$ cat config.mk
export PLATFORM = sky130hd
export DESIGN_NAME = serdesphy_pwr_seq
export DESIGN_NICKNAME = d
export VERILOG_FILES = /design/src/rtl/serdesphy_pwr_seq.sv
export SDC_FILE = /design/constraint.sdc
export NUM_CORES = 1
export LEC_CHECK = 0
export BUFFER_PORTS_ARGS = -buffer_cell sky130_fd_sc_hd__buf_4
export CAP_MARGIN = 40
export CORE_MARGIN = 8
export CORE_UTILIZATION = 54
export CTS_CLUSTER_DIAMETER = 150
export DETAILED_ROUTE_END_ITERATION = 6
export GPL_TIMING_DRIVEN = 0
export HOLD_SLACK_MARGIN = 0.06
export PLACE_DENSITY_LB_ADDON = 0.15
export SLEW_MARGIN = 0
export SYNTH_ARGS = -nofsm -noshare
export SYNTH_HDL_FRONTEND = slang
export SYNTH_SLANG_ARGS = --single-unit
export TNS_END_PERCENT = 5
$ cat constraint.sdc
create_clock -name clk -period 2.59 [get_ports clk]
set_input_delay 0.259 -clock clk [delete_from_list [all_inputs] [get_ports clk]]
set_output_delay 0.259 -clock clk [all_outputs]
set_load 0.005 [all_outputs]
$ cat src/rtl/serdesphy_pwr_seq.sv
// serdesphy_pwr_seq: CSR-driven PHY power sequencer (bring-up on phy_en, drained or emergency teardown)
// Ports: clk/rst_n_in clock and async active-low reset; por_complete, phy_en, supply_warn, drain_ack control inputs;
// drain_req datapath drain request; analog_iso_n, digital_reset_n, analog_reset_n PHY controls (0 = isolated/reset);
// phy_active PHY up; pd_busy teardown in progress; pd_done teardown-complete pulse; drain_timeout sticky drain timeout.
module serdesphy_pwr_seq #(
  parameter int STEP_CYCLES          = 12,
  parameter int DIG_HOLD_CYCLES      = 24,
  parameter int DRAIN_TIMEOUT_CYCLES = 96,
  parameter int TMR_W                = 8
) (
  input  logic clk,
  input  logic rst_n_in,
  input  logic por_complete,
  input  logic phy_en,
  input  logic supply_warn,
  input  logic drain_ack,
  output logic drain_req,
  output logic analog_iso_n,
  output logic digital_reset_n,
  output logic analog_reset_n,
  output logic phy_active,
  output logic pd_busy,
  output logic pd_done,
  output logic drain_timeout
);
  typedef enum logic [2:0] {OFF, UP_DIG, UP_ANA, ON, DRAIN, DN_ANA, DN_DIG, DN_ISO} state_t;
  localparam logic [TMR_W-1:0] STEP  = TMR_W'(STEP_CYCLES);
  localparam logic [TMR_W-1:0] HOLD  = TMR_W'(DIG_HOLD_CYCLES);
  localparam logic [TMR_W-1:0] DRAIN_TMO = TMR_W'(DRAIN_TIMEOUT_CYCLES);
  state_t           state_q;
  logic [TMR_W-1:0] tmr_q;
  logic iso_q, dig_q, ana_q, act_q, req_q, done_q, tmo_q;
  logic go, abort, emerg, tz, to_dn;
  assign go    = phy_en & por_complete & ~supply_warn;
  assign abort = ~go;
  assign emerg = supply_warn | ~por_complete;
  assign tz    = tmr_q == '0;
  // Every path into DN_ANA shares the same entry actions, so it is decoded once here.
  always_comb begin
    to_dn = 1'b0;
    case (state_q)
      OFF, DN_ANA, DN_DIG, DN_ISO: to_dn = 1'b0;
      UP_DIG, UP_ANA:              to_dn = abort;
      ON:                          to_dn = emerg;
      DRAIN:                       to_dn = emerg | drain_ack | tz;
      default:                     to_dn = 1'b1;
    endcase
  end
  always_ff @(posedge clk or negedge rst_n_in) begin
    if (!rst_n_in) begin
      state_q <= OFF;
      tmr_q   <= '0;
      iso_q   <= 1'b0;
      dig_q   <= 1'b0;
      ana_q   <= 1'b0;
      act_q   <= 1'b0;
      req_q   <= 1'b0;
      done_q  <= 1'b0;
      tmo_q   <= 1'b0;
    end else begin
      done_q <= 1'b0;
      tmr_q  <= tz ? tmr_q : tmr_q - 1'b1;
      case (state_q)
        OFF: if (go) begin
          state_q <= UP_DIG;
          iso_q   <= 1'b1;
          tmo_q   <= 1'b0;
          tmr_q   <= STEP;
        end
        UP_DIG: if (!abort && tz) begin
          state_q <= UP_ANA;
          dig_q   <= 1'b1;
          tmr_q   <= STEP;
        end
        UP_ANA: if (!abort && tz) begin
          state_q <= ON;
          ana_q   <= 1'b1;
          act_q   <= 1'b1;
        end
        ON: if (!emerg && !phy_en) begin
          state_q <= DRAIN;
          req_q   <= 1'b1;
          tmr_q   <= DRAIN_TMO;
        end
        DRAIN: if (!emerg && !drain_ack && tz) tmo_q <= 1'b1;
        DN_ANA: if (tz) begin
          state_q <= DN_DIG;
          dig_q   <= 1'b0;
          tmr_q   <= HOLD;
        end
        DN_DIG: if (tz) begin
          state_q <= DN_ISO;
          iso_q   <= 1'b0;
          tmr_q   <= STEP;
        end
        DN_ISO: if (tz) begin
          state_q <= OFF;
          done_q  <= 1'b1;
        end
        default: ;
      endcase
      if (to_dn) begin
        state_q <= DN_ANA;
        ana_q   <= 1'b0;
        act_q   <= 1'b0;
        req_q   <= 1'b0;
        tmr_q   <= STEP;
      end
    end
  end
  assign drain_req       = req_q;
  assign analog_iso_n    = iso_q;
  assign digital_reset_n = dig_q;
  assign analog_reset_n  = ana_q;
  assign phy_active      = act_q;
  assign pd_busy         = state_q inside {DRAIN, DN_ANA, DN_DIG, DN_ISO};
  assign pd_done         = done_q;
  assign drain_timeout   = tmo_q;
endmodule
; ---- After elaboration in Yosys (flattened, before gate mapping)
; Index checks and enable logic that the tools add are counted.
[word_totals]
ff_bits = 17
out_inout_bits = 8
in_bits = 6
elab_cells = 95
[classes]
n_reduce_logical = 26
muxes = 33
addsub = 1
bitwise = 8
n_eq_ne = 19
[op_table]
columns = operator, n
row1 = $mux W8, 7
row2 = $pmux W8 S5, 1
row3 = $mux W3, 8
row4 = $ne A3 B3 Y1 const B, 7
row5 = $pmux W3 S7, 1
row6 = $reduce_bool A2 Y1, 7
row7 = $eq A3 B3 Y1 const B, 4
row8 = $mux W1, 12
row9 = $ne A2 B2 Y1 const B, 5
row10 = $reduce_and A3 Y1, 3
row11 = $logic_not A8 Y1, 1
row12 = $reduce_and A8 Y1, 1
row13 = $reduce_bool A8 Y1, 1
row14 = $sub A8 B1 Y8 const B, 1
row15 = $eq A3 B2 Y1 const B, 2
row16 = $pmux W1 S2, 3
row17 = $logic_and A1 B1 Y1, 4
row18 = $pmux W1 S4, 1
row19 = $reduce_and A2 Y1, 2
row20 = $reduce_bool A4 Y1, 1
row21 = $reduce_or A4 Y1, 1
row22 = $eq A3 B1 Y1 const B, 1
row23 = $logic_not A1 Y1, 3
row24 = $logic_not A3 Y1, 1
row25 = 4 further kinds, 9

; ---- Depth between registers and ports, before layout
; Gate-level depths: netlist of run 1.
[logic_depth]
ltp_word = 7
ltp_mapped = 10
ltp_nobuf = 9

; ---- Worst setup path after synthesis of run 1
; Ideal clock, no wire load.
[synth_path]
path_type = flip-flop to flip-flop
start = register tmr_q[0]
end = register tmr_q[0]
path_stages_with_launch = 11
setup_time_ns = 0.078
arrival_ns = 1.948
slack_ns = 0.564
required_ns = 2.512
period_less_slack_ns = 2.026
n_path_buf = 1
cell_sequence = dfrtp_1 -> inv_1 -> ha_1 -> nor4b_4 -> and2_1 -> buf_6 -> inv_4 -> ha_1 -> a211oi_1 -> o31ai_1 -> a21oi_1
[synth_via]
elab_chain_len = 5
word_cells_on_any_way = 13
classes_between = 1 x add/sub / 9 x mux / 1 x bitwise / 2 x reduce/logical
[synth_rtl]
columns = element, line_no
row1 = start: declaration, 31  ; logic [TMR_W-1:0] tmr_q;
row2 = start signal: assignment, 62  ; tmr_q <= tz ? tmr_q : tmr_q - 1'b1;
row3 = $sub A8 B1 Y8 or $logic_not A8 Y1 (tied branches), "62, 37"
row4 = $mux W8 or $logic_and A1 B1 Y1 (tied branches), "62, 70"
row5 = "$mux W8, on equally long branches", --
row6 = $pmux W8 S5, 63  ; case (state_q)
row7 = $mux W8 (*), 102  ; if (to_dn) begin
; Every way passes the cells marked *; elsewhere a longest branch is shown, timed or not.
; A chain may end at the register's enable or synchronous reset.

; ---- Worst setup path in the final report of run 1
; Ends and elaborated chain as after synthesis.

==> flow_summary.yaml, run 1 <==
drt:
  wl_mm: 3.09
  routed_via_density: 6.62
  drc_errors: 0
  dr.pass1.iters: 4
  via_count: 1192
  drt-wirelength-per-cell_um: 17.1
  first_iter_violations: 74
  postRouteAntennaNets: 0
final_layout:
  finalNetCount: 161
  stdcell_count: 180
  final_common_cell: "dfrtp_1"
  n_fill_cell: 190
  diodes: 0
  final_cell_mix: "17 x dfrtp_1, 14 x buf_4, 10 x a21oi_1"
  final_layout_size_suffix_gt1_share_pct: 17.8
  design_area_um2: 1400
  syn_to_final_growth_pct: 13.7
critical_path:
  timing.rr.start: "tmr_q[0]$_DFF_PN0_"
  start_kind: "flip-flop"
  reg2reg_to: "tmr_q[0]$_DFF_PN0_"
  worst-r2r-cell-count: 10
  arrival_ns: 2.64
  path_class: "flip-flop to flip-flop"
  endpoint_kind: "flip-flop"
  cp.required_ns: 2.81
  rrSetupSlack_ns: 0.17
  cp_max_fo: 9
place:
  gp_congestion: 0.876
  dp_slack_ns: 0.194
  placed_area_um2: 1370
  io_buffers: 13
  place_inst: 175
  dp.final_hpwl_mm: 2.24
synthesis:
  synth_warnings: 0
  ys.flop_type: "dfrtp_1"
  synth-edff-count: 0
  syn_inst: 134
  synth_nets: 142
  ys_top_cells_by_area: "dfrtp_1 34%, a21oi_1 4.1%, nor3_1 3.2%"
  postSynth.asyncResetShare_pct: 100
  ys_seq_elements: 17
  synth_cell_types: 55
  yosys.area.top_type: "dfrtp_1"
  seq_area_frac_synth_pct: 34.4
  synthesis.area_um2: 1230
  syn_area_per_cell_um2: 9.22
  synth_top_area_share_pct: 34.4
global_route:
  grt_max_degree: 18
  gr-total-overflow: 0
  grt_pass1_wl_mm: 5.17
  grt_pass1_vias: 1136
  antenna_found_initial: 0
  grt_usage_pct: 15.5
sta:
  final_hold_viol_count: 0
  max_freq_mhz: 413
  worstMarginPinSlew_ns: 0.773
  fin_crit_ns: 2.42
  skew_ns: 0.00482
  worst_slack_ns: 0.168
  slew_headroom_pct: 48.4
  maxSlewViolCount: 0
  setup_violations: 0
  final.setup.tns_ns: 0
  min_period_over_period_pct: 93.5
  rsz0062_at_grt: "false"
clock_network:
  cts_buffers: 3
  insertion_delay_ns: 0.30
  clockBufferDepth: 2
  clkSinkCount: 17
  path_clk_slew_ns: 0.10
  cts_tree: "done"
  htreeDepth: 1
  clockRootBuffer: "clkbuf_4"
job:
  drv_cap: 0
power:
  ir_drop_mv: 0.656
  p_total_mw: 1.35
  power_leakage_nw: 0.597
  cellPowerDensity_nw_per_um2: 963
die:
  core-area_um2: 2190
  chipHeight_um: 63.8
  fp.dieW_um: 63.8
  rows: 17
  boundaryPins: 14
  die_area_um2: 4070
  initial_core_util_pct: 56.4
min_path:
  hold_path_end: "tmr_q[3]$_DFF_PN0_"
  hold_depth: 4
  holdCritStartpoint: "drain_ack"
  hold_path.class: "primary input to flip-flop"
status:
  status: "completed"
how the worst max path moves through the flow:
stage | endpoint | depth (start not counted) | slack (ns) | startpoint
floorplan | tmr_q[0]$_DFF_PN0_ | 10 | 0.56 | tmr_q[0]$_DFF_PN0_
global placement | tmr_q[0]$_DFF_PN0_ | 10 | 0.27 | tmr_q[0]$_DFF_PN0_
detailed placement | tmr_q[0]$_DFF_PN0_ | 10 | 0.19 | tmr_q[0]$_DFF_PN0_
CTS | tmr_q[0]$_DFF_PN0_ | 10 | 0.17 | tmr_q[0]$_DFF_PN0_
global route | tmr_q[0]$_DFF_PN0_ | 10 | 0.06 | tmr_q[0]$_DFF_PN0_
finish | tmr_q[0]$_DFF_PN0_ | 10 | 0.17 | tmr_q[0]$_DFF_PN0_
routing by layer:
metal | GRT usage (%) | wire (µm)
met5 | 0 | 0
met4 | 7.80 | 64
met3 | 3.31 | 244
met2 | 26.0 | 1460
met1 | 18.2 | 1320
synth_stat cells, drive strengths merged (2+ instances only):
master,count
o21a,3
dfrtp,17
ha,2
o211ai,4
nor2,8
nor3b,2
o21ai,2
nor4b,2
a211oi,3
a31oi,3
a2111oi,2
nor4,2
nor2b,2
clkbuf,5
nor3,9
a21o,4
buf,5
nand3b,2
and3b,2
inv,7
mux2i,3
xnor2,3
o211a,2
nand2,4
o31ai,4
a21oi,11
and2,2
o31a,2
cells by family after synthesis:
| kind of cell | Yosys count | synth area share (%) |
|---|---|---|
| AO/OA/AOI/OAI | 50 | 31.0 |
| AND/OR/NAND/NOR | 42 | 21.5 |
| buffers and inverters | 17 | 6.48 |
| flip-flops | 17 | 34.4 |
| XOR/XNOR | 3 | 2.13 |
| multiplexers | 3 | 2.43 |
| adder cells (fa/ha/maj) | 2 | 2.03 |
repair_timing:
| item | 4_1_cts | 5_1_grt |
|---|---|---|
| hold buffers | 1 | 0 |
| setup buffers | 0 | 0 |
| gates resized for setup | 0 | 0 |
| endpoints found under the hold margin | 17 | 0 |
state kept, by name, indices dropped and copies added (netlist names):
register,count
analog_iso_n,1
digital_reset_n,1
drain_req,1
drain_timeout,1
pd_done,1
phy_active,1
state_q,3
tmr_q,8
critical path, stage by stage, from the launching register on:
cell and delay [ns]:
dfrtp_1 0.41, inv_1 0.09, ha_1 0.22, nor4b_4 0.43
and2_1 0.22, buf_6 0.15, inv_4 0.08, ha_1 0.30
a211oi_1 0.17, o31ai_1 0.10, a21oi_1 0.17
report_power, final:
group	switching [mW]	internal (mW)
clock	0.0864	0.0600
combinational	0.447	0.321
sequential	0.0912	0.347
area by class of cell:
cell class | instances | area [µm²] | area share (%)
Buffer | 10 | 51.3 | 3.65
Clock buffer | 4 | 26.3 | 1.87
Inverter | 7 | 28.8 | 2.05
Multi-Input combinational cell | 100 | 729 | 52.0
Sequential cell | 17 | 425 | 30.3
Tap cell | 28 | 35.0 | 2.50
Timing Repair Buffer | 14 | 108 | 7.66
metrics by stage:
stage          hold WS (ns)  util, %
3_5_place_dp          0.138     62.4
5_1_grt               0.334     64.1
2_1_floorplan       -0.0366        -
3_3_place_gp          0.133     62.4
6_report              0.318     64.1
4_1_cts               0.324     64.1
Power figures use the tool's default switching activity.
==> run 2: changes to the inputs <==
- CELL_PAD_IN_SITES_DETAIL_PLACEMENT: unset -> 1
- CELL_PAD_IN_SITES_GLOBAL_PLACEMENT: unset -> 1
- CORE_UTILIZATION: 54 -> 44
==> run 2 against run 1 <==
  * Via count increased by 0.25%
  * Setup slack improved by 0.086 ns
  * Total power rose by 1.8%
  * Die area is 17% higher
  * Routed wire length grew 15%
  * Sequential share of layout area down 0.27 points
  * Critical path depth up 1
  * Count of clock-buffer cells in the layout decreased by 1
  * Cell count grew 2.2%
  * First-iteration DRC count down 47%
  * Sequential power about the same
  * Critical endpoint unchanged
  * Highest routed layer unchanged
==> flow_summary.yaml, run 2 (synthesis results as in run 1) <==
power:
  switchingPower_mw: 0.647
  seq_power_share_pct: 31.7
  switching_share_pct: 47.0
  ir_drop_mv: 0.620
  p_int_mw: 0.729
  comb_power_share_pct: 57.2
  p_total_mw: 1.38
  cellPowerDensity_nw_per_um2: 971
  clkPwrFrac_pct: 11.1
  power_leakage_nw: 0.605
critical_path:
  cp_max_fo: 9
  endpoint_kind: "flip-flop"
  startpoint: "tmr_q[0]$_DFF_PN0_"
  arrival_ns: 2.58
  cp.required_ns: 2.84
  path_class: "flip-flop to flip-flop"
  timing.rr.start: "tmr_q[0]$_DFF_PN0_"
  start_kind: "flip-flop"
drt:
  drc_errors: 0
  via_count: 1195
  postRouteAntennaNets: 0
  first_iter_violations: 39
  routed_via_density: 6.49
  drt-wirelength-per-cell_um: 19.3
  wl_mm: 3.56
  dr.pass1.iters: 4
clock_network:
  cts_tree: "done"
  htreeDepth: 1
  clkSinkCount: 17
  clockRootBuffer: "clkbuf_4"
  path_clk_slew_ns: 0.12
  clockBufferDepth: 2
  ctsResizeCount: 0
  insertion_delay_ns: 0.31
  cts_buffers: 3
sta:
  skew_ns: 0.0178
  min_period_over_period_pct: 90.2
  max_freq_mhz: 428
  slew_headroom_pct: 48.0
  maxSlewViolCount: 0
  worstMarginPinSlew_ns: 0.778
  final_hold_viol_count: 0
  fin_crit_ns: 2.34
  setup_violations: 0
  rsz0062_at_grt: "false"
  final.setup.tns_ns: 0
final_layout:
  seqCellArea_um2: 425
  diodes: 0
  final_common_cell: "dfrtp_1"
  design_area_um2: 1420
  final_layout_size_suffix_gt1_share_pct: 19.0
  top_register: "tmr_q"
  stdcell_count: 184
  finalNetCount: 162
  multi_input_area_um2: 729
  top_regs: "tmr_q: 8 flops, state_q: 3 flops"
  final_cell_mix: "17 x dfrtp_1, 15 x buf_4, 10 x a21oi_1"
  largest_reg_flops: 8
  syn_to_final_growth_pct: 14.7
  final_core_util_pct: 52.3
  n_fill_cell: 342
die:
  initial_core_util_pct: 45.6
  core-area_um2: 2710
  boundaryPins: 14
  rows: 19
  fp.dieW_um: 69.0
  chipHeight_um: 69.0
  die_area_um2: 4760
place:
  placed_area_um2: 1370
  gp_congestion: 0.879
  place_inst: 178
  dp.final_hpwl_mm: 2.68
  io_buffers: 13
global_route:
  antenna_found_initial: 0
  grt_usage_pct: 16.8
  grt_pass1_wl_mm: 5.98
  grt_max_degree: 18
  gr-total-overflow: 0
  grt_pass1_vias: 1229
job:
  drv_cap: 0
status:
  status: "completed"
min_path:
  hold_path.class: "primary input to asynchronous set/reset pin"
run 2: power groups by stage:
stage               clock network (mW)  registers [mW]  logic (mW)
floorplan                            0           0.421       0.583
global route                     0.169           0.450       0.865
finish                           0.153           0.436       0.786
detailed placement                   0           0.442       0.775
CTS                              0.155           0.437       0.782
global placement                     0           0.438       0.755
run 2: cell type report:
| type | count | share of cell area [%] |
|---|---|---|
| clock buffer | 3 | 1.59 |
| timing repair buffer | 15 | 8.13 |
| clock inverter | 1 | 0.353 |
| tap | 31 | 2.74 |
| buffer | 10 | 3.62 |
| inverter | 7 | 2.03 |
| sequential | 17 | 30.0 |
| multi-input combinational | 100 | 51.5 |
run 2: critical path, stage by stage (launching register included):
cell and delay [ns]:
dfrtp_1 0.41, inv_1 0.09, ha_1 0.23, nor4b_4 0.24
buf_4 0.19, and2_1 0.15, buf_6 0.15, inv_4 0.08
ha_1 0.30, a211oi_1 0.20, o31ai_1 0.11, a21oi_1 0.14
run 2: timing repair:
item                                    4_1_cts  5_1_grt
endpoints found under the setup margin        0        1
hold endpoints to repair                     17        0
hold buffers                                  1        0
setup buffers                                 0        1
run 2: metrics by stage:
| stage | worst slack (ns) | hold WS, ns |
|---|---|---|
| 2_1_floorplan | 0.564 | -0.0366 |
| 5_1_grt | 0.0639 | 0.359 |
| 3_5_place_dp | 0.210 | 0.141 |
| 3_3_place_gp | 0.286 | 0.135 |
| 6_report | 0.254 | 0.334 |
| 4_1_cts | 0.182 | 0.339 |
run 2: worst paths after layout:
check | endpoint | slack (ns) | cells after the start
worst max-delay path | tmr_q[0]$_DFF_PN0_ | 0.25 | 11
worst min-delay path | pd_done$_DFF_PN0_ | 0.33 | 2
worst max register to register | tmr_q[0]$_DFF_PN0_ | 0.25 | 11
worst min register to register | drain_req$_DFFE_PN0P_ | 0.53 | 2
max in group asynchronous | tmr_q[6]$_DFF_PN0_ | 2.04 | 2
min in group clk | tmr_q[3]$_DFF_PN0_ | 0.35 | 4
run 2: layer usage:
layer  wire length, µm  vias to the layer above  track usage [%]
met1              1610                      600             21.3
met5                 0                        -                0
met3               137                       11             2.58
met2              1680                       30             25.7
li1                  -                      554                -
met4               129                        0             11.5
